<file path="config.mk">
export PLATFORM = sky130hd
export DESIGN_NAME = imem_loader
export DESIGN_NICKNAME = d
export VERILOG_FILES = /design/src/rtl/imem_loader_pkg.sv /design/src/rtl/imem_word_packer.sv /design/src/rtl/imem_loader.sv
export SDC_FILE = /design/constraint.sdc
export NUM_CORES = 1
export LEC_CHECK = 0
export CORE_ASPECT_RATIO = 0.6
export CORE_UTILIZATION = 45
export CTS_CLUSTER_SIZE = 14
export DETAILED_ROUTE_END_ITERATION = 10
export PLACE_DENSITY = 0.71
export SYNTH_ARGS = -nofsm -noshare
export SYNTH_HDL_FRONTEND = slang
export SYNTH_SLANG_ARGS = --single-unit
</file>
<file path="constraint.sdc">
create_clock -name Clk -period 5.4 [get_ports Clk]
set_input_delay 1.08 -clock Clk [delete_from_list [all_inputs] [get_ports Clk]]
set_output_delay 1.08 -clock Clk [all_outputs]
set_load 0.005 [all_outputs]
</file>
<file path="src/rtl/imem_loader_pkg.sv">
// Shared types and constants for the instruction-memory loader.
// Build option IMEM_LOADER_CHECKSUM_EN adds the trailing-checksum state.
package imem_loader_pkg;

   localparam int LEN_W = 16;

   // First stream byte of a word lands in [31:24].
   localparam bit BYTE_ORDER_BE = 1'b1;

   typedef enum logic [2:0] {
      S_IDLE   = 3'd0,
      S_LEN_HI = 3'd1,
      S_LEN_LO = 3'd2,
      S_DATA   = 3'd3,
      S_WRITE  = 3'd4,
      S_DONE   = 3'd5
`ifdef IMEM_LOADER_CHECKSUM_EN
      ,
      S_CHK    = 3'd6
`endif
   } state_t;

   function automatic logic [31:0] pack_byte(input logic [31:0] word, input logic [7:0] b);
      if (BYTE_ORDER_BE) return {word[23:0], b};
      else               return {b, word[31:8]};
   endfunction

endpackage

</file>
<file path="src/rtl/imem_word_packer.sv">
// Assembles four stream bytes into one 32-bit instruction word.
// With IMEM_LOADER_CHECKSUM_EN it also keeps a running XOR of every byte shifted in.
module imem_word_packer
   import imem_loader_pkg::*;
(
   input  logic        Clk,
   input  logic        Reset,
   input  logic        shift_en,
   input  logic        clear,
   input  logic [7:0]  byte_data,
   output logic [31:0] word,
`ifdef IMEM_LOADER_CHECKSUM_EN
   output logic [7:0]  csum,
`endif
   output logic        full
);

   logic [1:0] idx;

   // full marks the shift that completes a word, so the caller can leave DATA on that edge.
   assign full = shift_en && (idx == 2'd3);

   always_ff @(posedge Clk or posedge Reset) begin
      if (Reset)         idx <= 2'd0;
      else if (clear)    idx <= 2'd0;
      else if (shift_en) idx <= idx + 2'd1;
   end

   always_ff @(posedge Clk) begin
      if (shift_en) word <= pack_byte(word, byte_data);
   end

`ifdef IMEM_LOADER_CHECKSUM_EN
   always_ff @(posedge Clk or posedge Reset) begin
      if (Reset)         csum <= 8'h00;
      else if (clear)    csum <= 8'h00;
      else if (shift_en) csum <= csum ^ byte_data;
   end
`endif

endmodule

</file>
<file path="src/rtl/imem_loader.sv">
// Loads instruction memory from a length-prefixed byte stream while holding the core in reset.
// Build option IMEM_LOADER_CHECKSUM_EN requires a trailing XOR checksum byte.
module imem_loader
   import imem_loader_pkg::*;
#(
   parameter int ADDR_W = 8
) (
   input  logic              Clk,
   input  logic              Reset,
   input  logic              start,
   input  logic              byte_valid,
   input  logic [7:0]        byte_data,
   output logic              byte_ready,
   output logic              im_we,
   output logic [ADDR_W-1:0] im_addr,
   output logic [31:0]       im_wdata,
   output logic              cpu_hold,
   output logic              busy,
   output logic              done,
   output logic              err,
   output logic [LEN_W-1:0]  words_loaded
);

   localparam logic [32:0] DEPTH = 33'd1 << ADDR_W;

   state_t            state, state_nx;
   logic [7:0]        len_hi_q;
   logic [LEN_W-1:0]  len_q;
   logic [LEN_W-1:0]  len_in;
   logic [ADDR_W-1:0] widx_q;
   logic              oversize;
   logic              last_word;
   logic              pk_shift;
   logic              pk_clear;
   logic              pk_full;
   logic [31:0]       pk_word;
`ifdef IMEM_LOADER_CHECKSUM_EN
   logic [7:0]        pk_csum;
`endif

   assign len_in    = {len_hi_q, byte_data};
   assign oversize  = 33'(len_in) > DEPTH;
   assign last_word = (33'(widx_q) + 33'd1) == 33'(len_q);
   assign busy      = (state != S_IDLE);
   assign cpu_hold  = busy;

   imem_word_packer u_packer (
      .Clk       (Clk),
      .Reset     (Reset),
      .shift_en  (pk_shift),
      .clear     (pk_clear),
      .byte_data (byte_data),
      .word      (pk_word),
`ifdef IMEM_LOADER_CHECKSUM_EN
      .csum      (pk_csum),
`endif
      .full      (pk_full)
   );

   always_ff @(posedge Clk or posedge Reset) begin
      if (Reset) state <= S_IDLE;
      else       state <= state_nx;
   end

   always_comb begin
      state_nx   = state;
      byte_ready = 1'b0;
      im_we      = 1'b0;
      im_addr    = '0;
      im_wdata   = 32'h0;
      done       = 1'b0;
      pk_shift   = 1'b0;
      pk_clear   = 1'b0;
      case (state)
         S_IDLE: begin
            if (start) begin
               state_nx = S_LEN_HI;
               pk_clear = 1'b1;
            end
         end
         S_LEN_HI: begin
            byte_ready = 1'b1;
            if (byte_valid) state_nx = S_LEN_LO;
         end
         S_LEN_LO: begin
            byte_ready = 1'b1;
            if (byte_valid) begin
`ifdef IMEM_LOADER_CHECKSUM_EN
               if (len_in == '0)  state_nx = S_CHK;
`else
               if (len_in == '0)  state_nx = S_DONE;
`endif
               else if (oversize) state_nx = S_IDLE;
               else               state_nx = S_DATA;
            end
         end
         S_DATA: begin
            byte_ready = 1'b1;
            pk_shift   = byte_valid;
            if (pk_full) state_nx = S_WRITE;
         end
         S_WRITE: begin
            im_we    = 1'b1;
            im_addr  = widx_q;
            im_wdata = pk_word;
`ifdef IMEM_LOADER_CHECKSUM_EN
            state_nx = last_word ? S_CHK : S_DATA;
`else
            state_nx = last_word ? S_DONE : S_DATA;
`endif
         end
         S_DONE: begin
            done     = 1'b1;
            state_nx = S_IDLE;
         end
`ifdef IMEM_LOADER_CHECKSUM_EN
         S_CHK: begin
            byte_ready = 1'b1;
            if (byte_valid) state_nx = (byte_data == pk_csum) ? S_DONE : S_IDLE;
         end
`endif
         default: state_nx = S_IDLE;
      endcase
   end

   always_ff @(posedge Clk or posedge Reset) begin
      if (Reset) begin
         err          <= 1'b0;
         words_loaded <= '0;
         widx_q       <= '0;
      end else begin
         case (state)
            S_IDLE: begin
               if (start) begin
                  err          <= 1'b0;
                  words_loaded <= '0;
                  widx_q       <= '0;
               end
            end
            S_LEN_LO: begin
               if (byte_valid && (len_in != '0) && oversize) err <= 1'b1;
            end
            S_WRITE: begin
               words_loaded <= words_loaded + LEN_W'(1);
               widx_q       <= widx_q + ADDR_W'(1);
            end
`ifdef IMEM_LOADER_CHECKSUM_EN
            S_CHK: begin
               if (byte_valid && (byte_data != pk_csum)) err <= 1'b1;
            end
`endif
            default: ;
         endcase
      end
   end

   // Header bytes are captured only while their state accepts them.
   always_ff @(posedge Clk) begin
      if (state == S_LEN_HI && byte_valid) len_hi_q <= byte_data;
      if (state == S_LEN_LO && byte_valid) len_q    <= len_in;
   end

endmodule
</file>
# [After elaboration in Yosys (flattened, before gate mapping)]
# Index checks and enable logic that the tools add are counted.
[totals] regBits=86 latchBits=0 ram_bits=0 romBits=0 in_bits=12 n_memories=0
[classes] add_sub_neg=4 mul=0 div=0 order_cmp=1 eq_ne=12 shifts=0 mux=25 n_bitwise=0 reduce_logical=16
[op_table] cell="32-bit two-way mux" count=1
[op_table] cell="16-bit one-hot mux with 2 select lines" count=1
[op_table] cell="3-bit two-way mux" count=6
[op_table] cell="16-bit by 1-bit adder with 16-bit output (second input constant)" count=1
[op_table] cell="9-bit by 16-bit == test with 1-bit output" count=1
[op_table] cell="16-bit by 9-bit greater-than comparator with 1-bit output (second input constant)" count=1
[op_table] cell="16-bit logical NOT" count=1
[op_table] cell="16-bit two-way mux" count=1
[op_table] cell="8-bit two-way mux" count=2
[op_table] cell="8-bit one-hot mux with 2 select lines" count=1
[op_table] cell="16-bit nonzero test" count=1
[op_table] cell="3-bit one-hot mux with 5 select lines" count=1
[op_table] cell="2-bit != test (second input constant)" count=5
[op_table] cell="8-bit by 1-bit adder with 9-bit output (second input constant)" count=1
[op_table] cell="8-bit by 1-bit adder with 8-bit output (second input constant)" count=1
[op_table] cell="1-bit two-way mux" count=8
[op_table] cell="3-bit by 2-bit == test with 1-bit output (second input constant)" count=2
[op_table] cell="3-bit == test (second input constant)" count=2
[op_table] cell="2-bit two-way mux" count=3
[op_table] cell="2-bit nonzero test" count=3
[op_table] cell="1-bit logical AND" count=5
[op_table] cell="4-bit AND reduction" count=1
[op_table] cell="3-bit by 1-bit == test with 1-bit output (second input constant)" count=1
[op_table] cell="3-bit logical NOT" count=1
[op_table] cell="7 further kinds" count=7

# [Logic depth before layout (Yosys ltp)]
[depth] ltp_word=5 mapped_depth=8 ltp_nobuf=6

# [By module]
# Synthesis repeated with hierarchy kept, for this count alone.
[unflattened] cells_unflattened=317 area_unflattened_um2=3821.2
[by_module_without_submodules] mod="imem_loader" n_inst=1 cells_each=276 area_per_inst_um2=2760.1 seq_area_each_um2=1421.4
[by_module_without_submodules] mod="imem_word_packer" n_inst=1 cells_each=41 area_per_inst_um2=1061.0 seq_area_each_um2=1011.0

# [Worst setup path before layout]
# OpenSTA, ideal clock, no wires.
[synth_path] kind="input-to-reg" from="in byte_valid" to="reg len_q[0] (enable)" setup_ns=0.409 arrival_time_ns=2.282 required_time_ns=4.991 slack_ns=2.709 stages=2 path_buffers=0 path_cell_list="nand2_1 nor3_1"
[synth_between] elab_chain_len=1
[synth_rtl] item="start: declaration" line_no="imem_loader.sv:11" rtl="input logic byte_valid,"
[synth_rtl] item="1-bit logical AND" line_no="imem_loader.sv:160" rtl="if (state == S_LEN_LO && byte_valid) len_q <= len_in;"
[synth_rtl] item="end signal: assignment" line_no="imem_loader.sv:160"
[synth_rtl] item="end: declaration" line_no="imem_loader.sv:28" rtl="logic [LEN_W-1:0] len_q;"
# Every way passes these cells.
# A chain may end at the register's enable or synchronous reset.

# [Worst setup path in the final report]
[layout_path] from="reg state[0]" to="out im_addr[0]"
[layout_between] elab_chain_len=2
[layout_rtl] item="start: declaration" line_no="imem_loader.sv:26" rtl="state_t state, state_nx;"
[layout_rtl] item="start signal: assignment" line_no="imem_loader.sv:62" rtl="else state <= state_nx;"
[layout_rtl] item="3-bit == test" line_no="imem_loader.sv:74" rtl="case (state)"
[layout_rtl] item="8-bit two-way mux" line_no="imem_loader.sv:74"
[layout_rtl] item="end: declaration" line_no="imem_loader.sv:15" rtl="output logic [ADDR_W-1:0] im_addr,"
# Every way passes these cells.

==> flow_summary.yaml <==
synthesis:
  syn_area_mm2: 0.00382
  synth_nets: 339
  synth_edf_count: 56
  syn_area_per_cell_um2: 11.8
  synth.distinct_cells: 46
  seq_area_frac_synth_pct: 63.7
  synthArstFlopShare_pct: 34.9
  ys_warn_count: 0
  synth-seq-cells: 86
  synthFlopType: "edfxtp_1"
  synth_cells: 324
power:
  power_mw: 1.69
  p_clk_share_pct: 33.3
  intPower_mw: 1.24
  p_switching_mw: 0.450
  switching_share_pct: 26.6
  power_density_mw_per_mm2: 346
  seq_power_share_pct: 53.0
  ir_drop_v: 0.000197
  leakage_nw: 1.84
  power_frac_comb_pct: 13.7
setup_path:
  crit_arrival_ns: 2.93
  r2r_cells: 6
  critPathKind: "reg -> out"
  endpoint_kind: "output port"
  crit_required_ns: 4.32
  start_kind: "flop"
  path_max_fanout: 58
  rrSetupSlack_ns: 2.58
sta:
  hold_slack_ns: 0.439
  min_period_over_period_pct: 74.3
  relSlewSlack_pct: 23.2
  layout_min_cycle_time_ns: 4.01
  rsz0062_at_grt: "false"
  report.final.slew_viol_count: 0
  setup_viol: 0
  skew_ns: 0.00821
  clock.fmax_mhz: 249
  worst_slew_pin_slew_ns: 1.15
  hold_viol: 0
  fin_tns_setup_ns: 0
layout:
  final_common_cell: "clkdlybuf4s50_1"
  final_cell_mix: "73 x clkdlybuf4s50_1, 56 x edfxtp_1, 42 x and2_1, 31 x nand2_1, 30 x dfrtp_1"
  antennaDiodeCount: 0
  layout-drive-gt1-share_pct: 6.06
  layout.nets: 406
  fin_util_pct: 60.9
  n_fill_cell: 627
  area_delta_synth_final_pct: 28.1
drt:
  met3WireLength_um: 417
  wire_per_inst_um: 14.9
  via_per_inst: 5.27
  drtAntennaViolNets: 0
  totalWireLength_mm: 7.51
  highest_layer: "met4"
  dr_wl_met2_mm: 3.27
  drtIter0Drc: 149
  drc: 0
  vias: 2656
  drt-met1-wl_mm: 3.77
  first_pass_iters: 4
min_path:
  holdPathStages: 0
  hold_class: "reg -> reg"
floorplan:
  core_area_mm2: 0.00804
  die_w_um: 121
  start_util_pct: 47.5
  fp.dieH_um: 73.4
  dieArea_mm2: 0.00887
  io_pins: 74
  std_cell_rows: 25
grt:
  first_global_vias: 2474
  grt_use_total_pct: 18.6
  grt_max_degree: 59
  antenna_found_initial: 0
  grt-ovfl-total: 0
  grt_pass1_wl_mm: 12.4
cts:
  numCtsBuffers: 9
  cts_sinks: 86
  htree_levels: 3
  hold_buffers: 0
  cts_tree: "done"
  clockRootBuffer: "clkbuf_16"
  clk_path_buf_depth: 2
  postCtsSetupRepairBufs: 0
  cts_resized: 0
  insertion_delay_ns: 0.33
  clk_pin_slew_worst_paths_ns: 0.06
job:
  timing.max_cap.violations: 0
placed_design:
  hpwl_mm: 5.31
  routabilityCongestion: 0.788
  port_buffers: 73
run_status:
  outcome: "finished, final reports clean"
-- synthesized netlist by cell type (2+ instances only) --
cell | number | area share [%]
nor2b_1 | 3 | 0.49
and3_1 | 5 | 0.82
nand3_1 | 11 | 1.4
or4_1 | 3 | 0.59
buf_2 | 4 | 0.52
nor3_1 | 5 | 0.66
nor4_1 | 2 | 0.33
xor2_1 | 7 | 1.6
nand2_1 | 31 | 3.0
o21ai_0 | 23 | 3.0
ha_1 | 3 | 0.98
nor2_1 | 19 | 1.9
inv_1 | 5 | 0.49
buf_4 | 2 | 0.39
a31oi_1 | 3 | 0.49
mux2i_1 | 8 | 2.1
and2_1 | 42 | 6.9
dfrtp_1 | 30 | 20
o31ai_1 | 3 | 0.59
xnor2_1 | 3 | 0.69
edfxtp_1 | 56 | 44
nand4_1 | 8 | 1.3
o211ai_1 | 3 | 0.59
clkbuf_1 | 12 | 1.2
nand2b_1 | 3 | 0.49
a21oi_1 | 10 | 1.3
-- final cells by class --
cell class | instances | area (um^2) | area share (%)
Tap cell | 108 | 135 | 2.76
Sequential cell | 86 | 2430 | 49.7
Inverter | 6 | 22.5 | 0.460
Multi-Input combinational cell | 214 | 1290 | 26.3
Timing Repair Buffer | 74 | 738 | 15.1
Clock buffer | 10 | 229 | 4.68
Clock inverter | 6 | 46.3 | 0.946
-- power by group through the flow --
stage / clock network, mW / registers (mW) / logic [mW]
after CTS: 0.575 / 0.898 / 0.234
after detailed placement: 0 / 0.912 / 0.232
after global placement: 0 / 0.904 / 0.227
after floorplan: 0 / 0.879 / 0.153
final: 0.565 / 0.898 / 0.232
after global routing: 0.602 / 0.912 / 0.262
-- cell families after synthesis --
kind of cell             Yosys count  share of synthesized area [%]
multiplexers                       9                           2.39
AO/OA/AOI/OAI                     49                           7.57
buffers and inverters             24                           2.69
AND/OR/NAND/NOR                  143                           20.4
flip-flops                        86                           63.7
adder cells (fa/ha/maj)            3                          0.983
XOR/XNOR                          10                           2.29
-- path summary, 6_finish.rpt --
check / startpoint / endpoint
max: state[0]$_DFFE_PP0P_ / im_addr[0]
min in group asynchronous: Reset / words_loaded[13]$_DFFE_PP0P_
min reg2reg: len_hi_q[6]$_DFFE_PP_ / len_q[14]$_DFFE_PP_
max in group asynchronous: Reset / words_loaded[3]$_DFFE_PP0P_
min: len_hi_q[6]$_DFFE_PP_ / len_q[14]$_DFFE_PP_
max reg2reg: state[0]$_DFFE_PP0P_ / words_loaded[15]$_DFFE_PP0P_
-- state kept, by name, summed over array words and instances, names as in the netlist --
| name | count |
|---|---|
| err | 1 |
| len_hi_q | 8 |
| len_q | 16 |
| state | 3 |
| u_packer.idx | 2 |
| u_packer.word | 32 |
| widx_q | 8 |
| words_loaded | 16 |
-- routing by layer --
metal / global-route usage, % / vias to the layer above
met5: 0 / -
met4: 7.68 / 0
met3: 3.73 / 6
met2: 26.7 / 79
met1: 27.5 / 1275
li1: - / 1296
-- critical path, cell delays in order, from the launching register on --
cell	delay (ns)
dfrtp_1	0.53
or3b_1	0.65
inv_2	0.64
and2_1	0.24
clkdlybuf4s50_1	0.51
-- per-stage QoR --
stage / std cells / worst slack [ns] / cell area, um^2
3_5_place_dp: 488 / 1.71 / 4620
3_3_place_gp: 488 / 1.79 / 4620
2_1_floorplan: 324 / 2.71 / 3820
6_report: 504 / 1.39 / 4890
5_1_grt: 504 / 1.15 / 4890
4_1_cts: 504 / 1.34 / 4890
Note: power is estimated with default switching activity, not from simulation.
==> patch: new RTL, same settings <==
`ADDR_W`: 8 -> 6.
--- a/src/rtl/imem_loader.sv
+++ b/src/rtl/imem_loader.sv
@@ -4,5 +4,5 @@
    import imem_loader_pkg::*;
 #(
-   parameter int ADDR_W = 8
+   parameter int ADDR_W = 6
 ) (
    input  logic              Clk,
Ports: changed (resized im_addr); port bits go from 74 to 72. No check against the original RTL was run, so the function may have changed too.
==> patch against the original RTL <==
Total power up 0.27%. Cell area down 3.0%. Core utilization down 0.67 points. Sequential cell count down 2. Routed wire length down 1.2%. Setup slack better by 0.27 ns. Critical path depth unchanged. Area after synthesis down 4.1%. Critical path type unchanged. Highest routed layer unchanged.
==> patch: results (changes against the original RTL) <==
Synth Area in XOR/XNOR 3.28% (+0.99 points); power density over the cells 358 mW/mm² (+3.4%); sequential power 840 µW (-6.5%); R2R Setup Slk 2.84 ns (+0.26 ns); CP arrival 2.67 ns (-0.26 ns); CTS Sinks 84 (-2.3%); Signal buffers 73 (-1.4%); Post-layout nets 380 (-6.4%); relative slew slack 26.6% (+3.4 points); status completed; commonest cells in the netlist 56 x edfxtp_1, 39 x and2_1, 28 x dfrtp_1; GP Congestion 0.911 (+16%); pre-CTS WS 2.04 ns (+0.329 ns); logic gate share of total power 18.0% (+4.3 points); WHS Endpoint u_packer.word[30]$_DFFE_PP_; first-pass GRT wire length 11.9 mm (-4.2%); r2r endpoint state[1]$_DFFE_PP0P_; Leak 1.79 nW (-2.5%); drt initial violations 183 (+23%); via count of the first global-routing pass 2279 (-7.9%); Hold/Removal Path Class flop to flop; Synth cell types 47 (+2.2%); number of non-clock inverters in the layout 8 (+2); gate count of the mapped netlist 292 (-9.9%); Final clock-cell share 5.62% (-0.0095 points); share of layout cells above drive strength 1 5.68% (-0.38 points); switching pwr 459 µW (+1.8%); placed cell areas 0.00448 mm² (-3.0%); fin. max-slew vios 0 (unchanged); Syn-to-layout area delta 29.5%; CP Max Fanout 53 (-8.6%); Post-Syn Nets 307 (-9.4%); Via-to-Cell Ratio 5.23 (-0.75%); comb_multi_in 189 (-12%); Worst Skew 0.00597 ns (-0.00225 ns); fill cell count 649 (+3.5%); Finished Cell Area 0.00474 mm² (-3.0%); Cells after DPL 462 (-5.3%); Seq/total area 50.2% (+0.49 points); final HPWL from detailed placement 5.12 mm (-3.4%); kind of cell adding the most delay to the critical path buffers and inverters; hold path start u_packer.word[22]$_DFFE_PP_; multi-input logic area 0.00120 mm² (-6.9%); multiplexer area fraction after synthesis 1.64% (-0.75 points); Port Buf Inserts 71 (-2.7%); Post-Synth Adder-Cell Area 1.02% (+0.042 points); DR WL/cell 15.5 µm (+4.2%); Compound-Gate Fraction of Synth Area 6.86% (-0.70 points); Overall Global Routing Usage 18.7% (+0.094 points); non-clk buf share 15.3% (+0.21 points); top cells by area, synth edfxtp_1 46%, dfrtp_1 19%, and2_1 6.7%, o21ai_0 2.7%, nand2_1 2.7%; ys async rst share 33.3% (-1.6 points)
==> patch: changes by cell type after synthesis, sizes merged, moves of 4 or more <==
cell	delta
and2	-4
nand2	-5
clkbuf	-6
a21oi	-8
==> patch: layer usage <==
layer  wire length (µm)  track usage, %  part of all wire, %
met1               3770            27.7                   51
met2               3160            25.4                   43
met3                394            6.21                  5.3
met4                100            7.03                  1.3
met5                  0               0                    0
==> patch: worst max path at each step <==
stage                          from                 end  cells past startpoint
6_report       state[2]$_DFFE_PP0P_        im_wdata[23]                      4
2_1_floorplan            byte_valid  len_q[0]$_DFFE_PP_                      2
3_3_place_gp   state[0]$_DFFE_PP0P_        im_wdata[13]                      4
4_1_cts        state[0]$_DFFE_PP0P_        im_wdata[23]                      4
3_5_place_dp   state[0]$_DFFE_PP0P_        im_wdata[19]                      4
5_1_grt        state[0]$_DFFE_PP0P_          im_addr[2]                      4
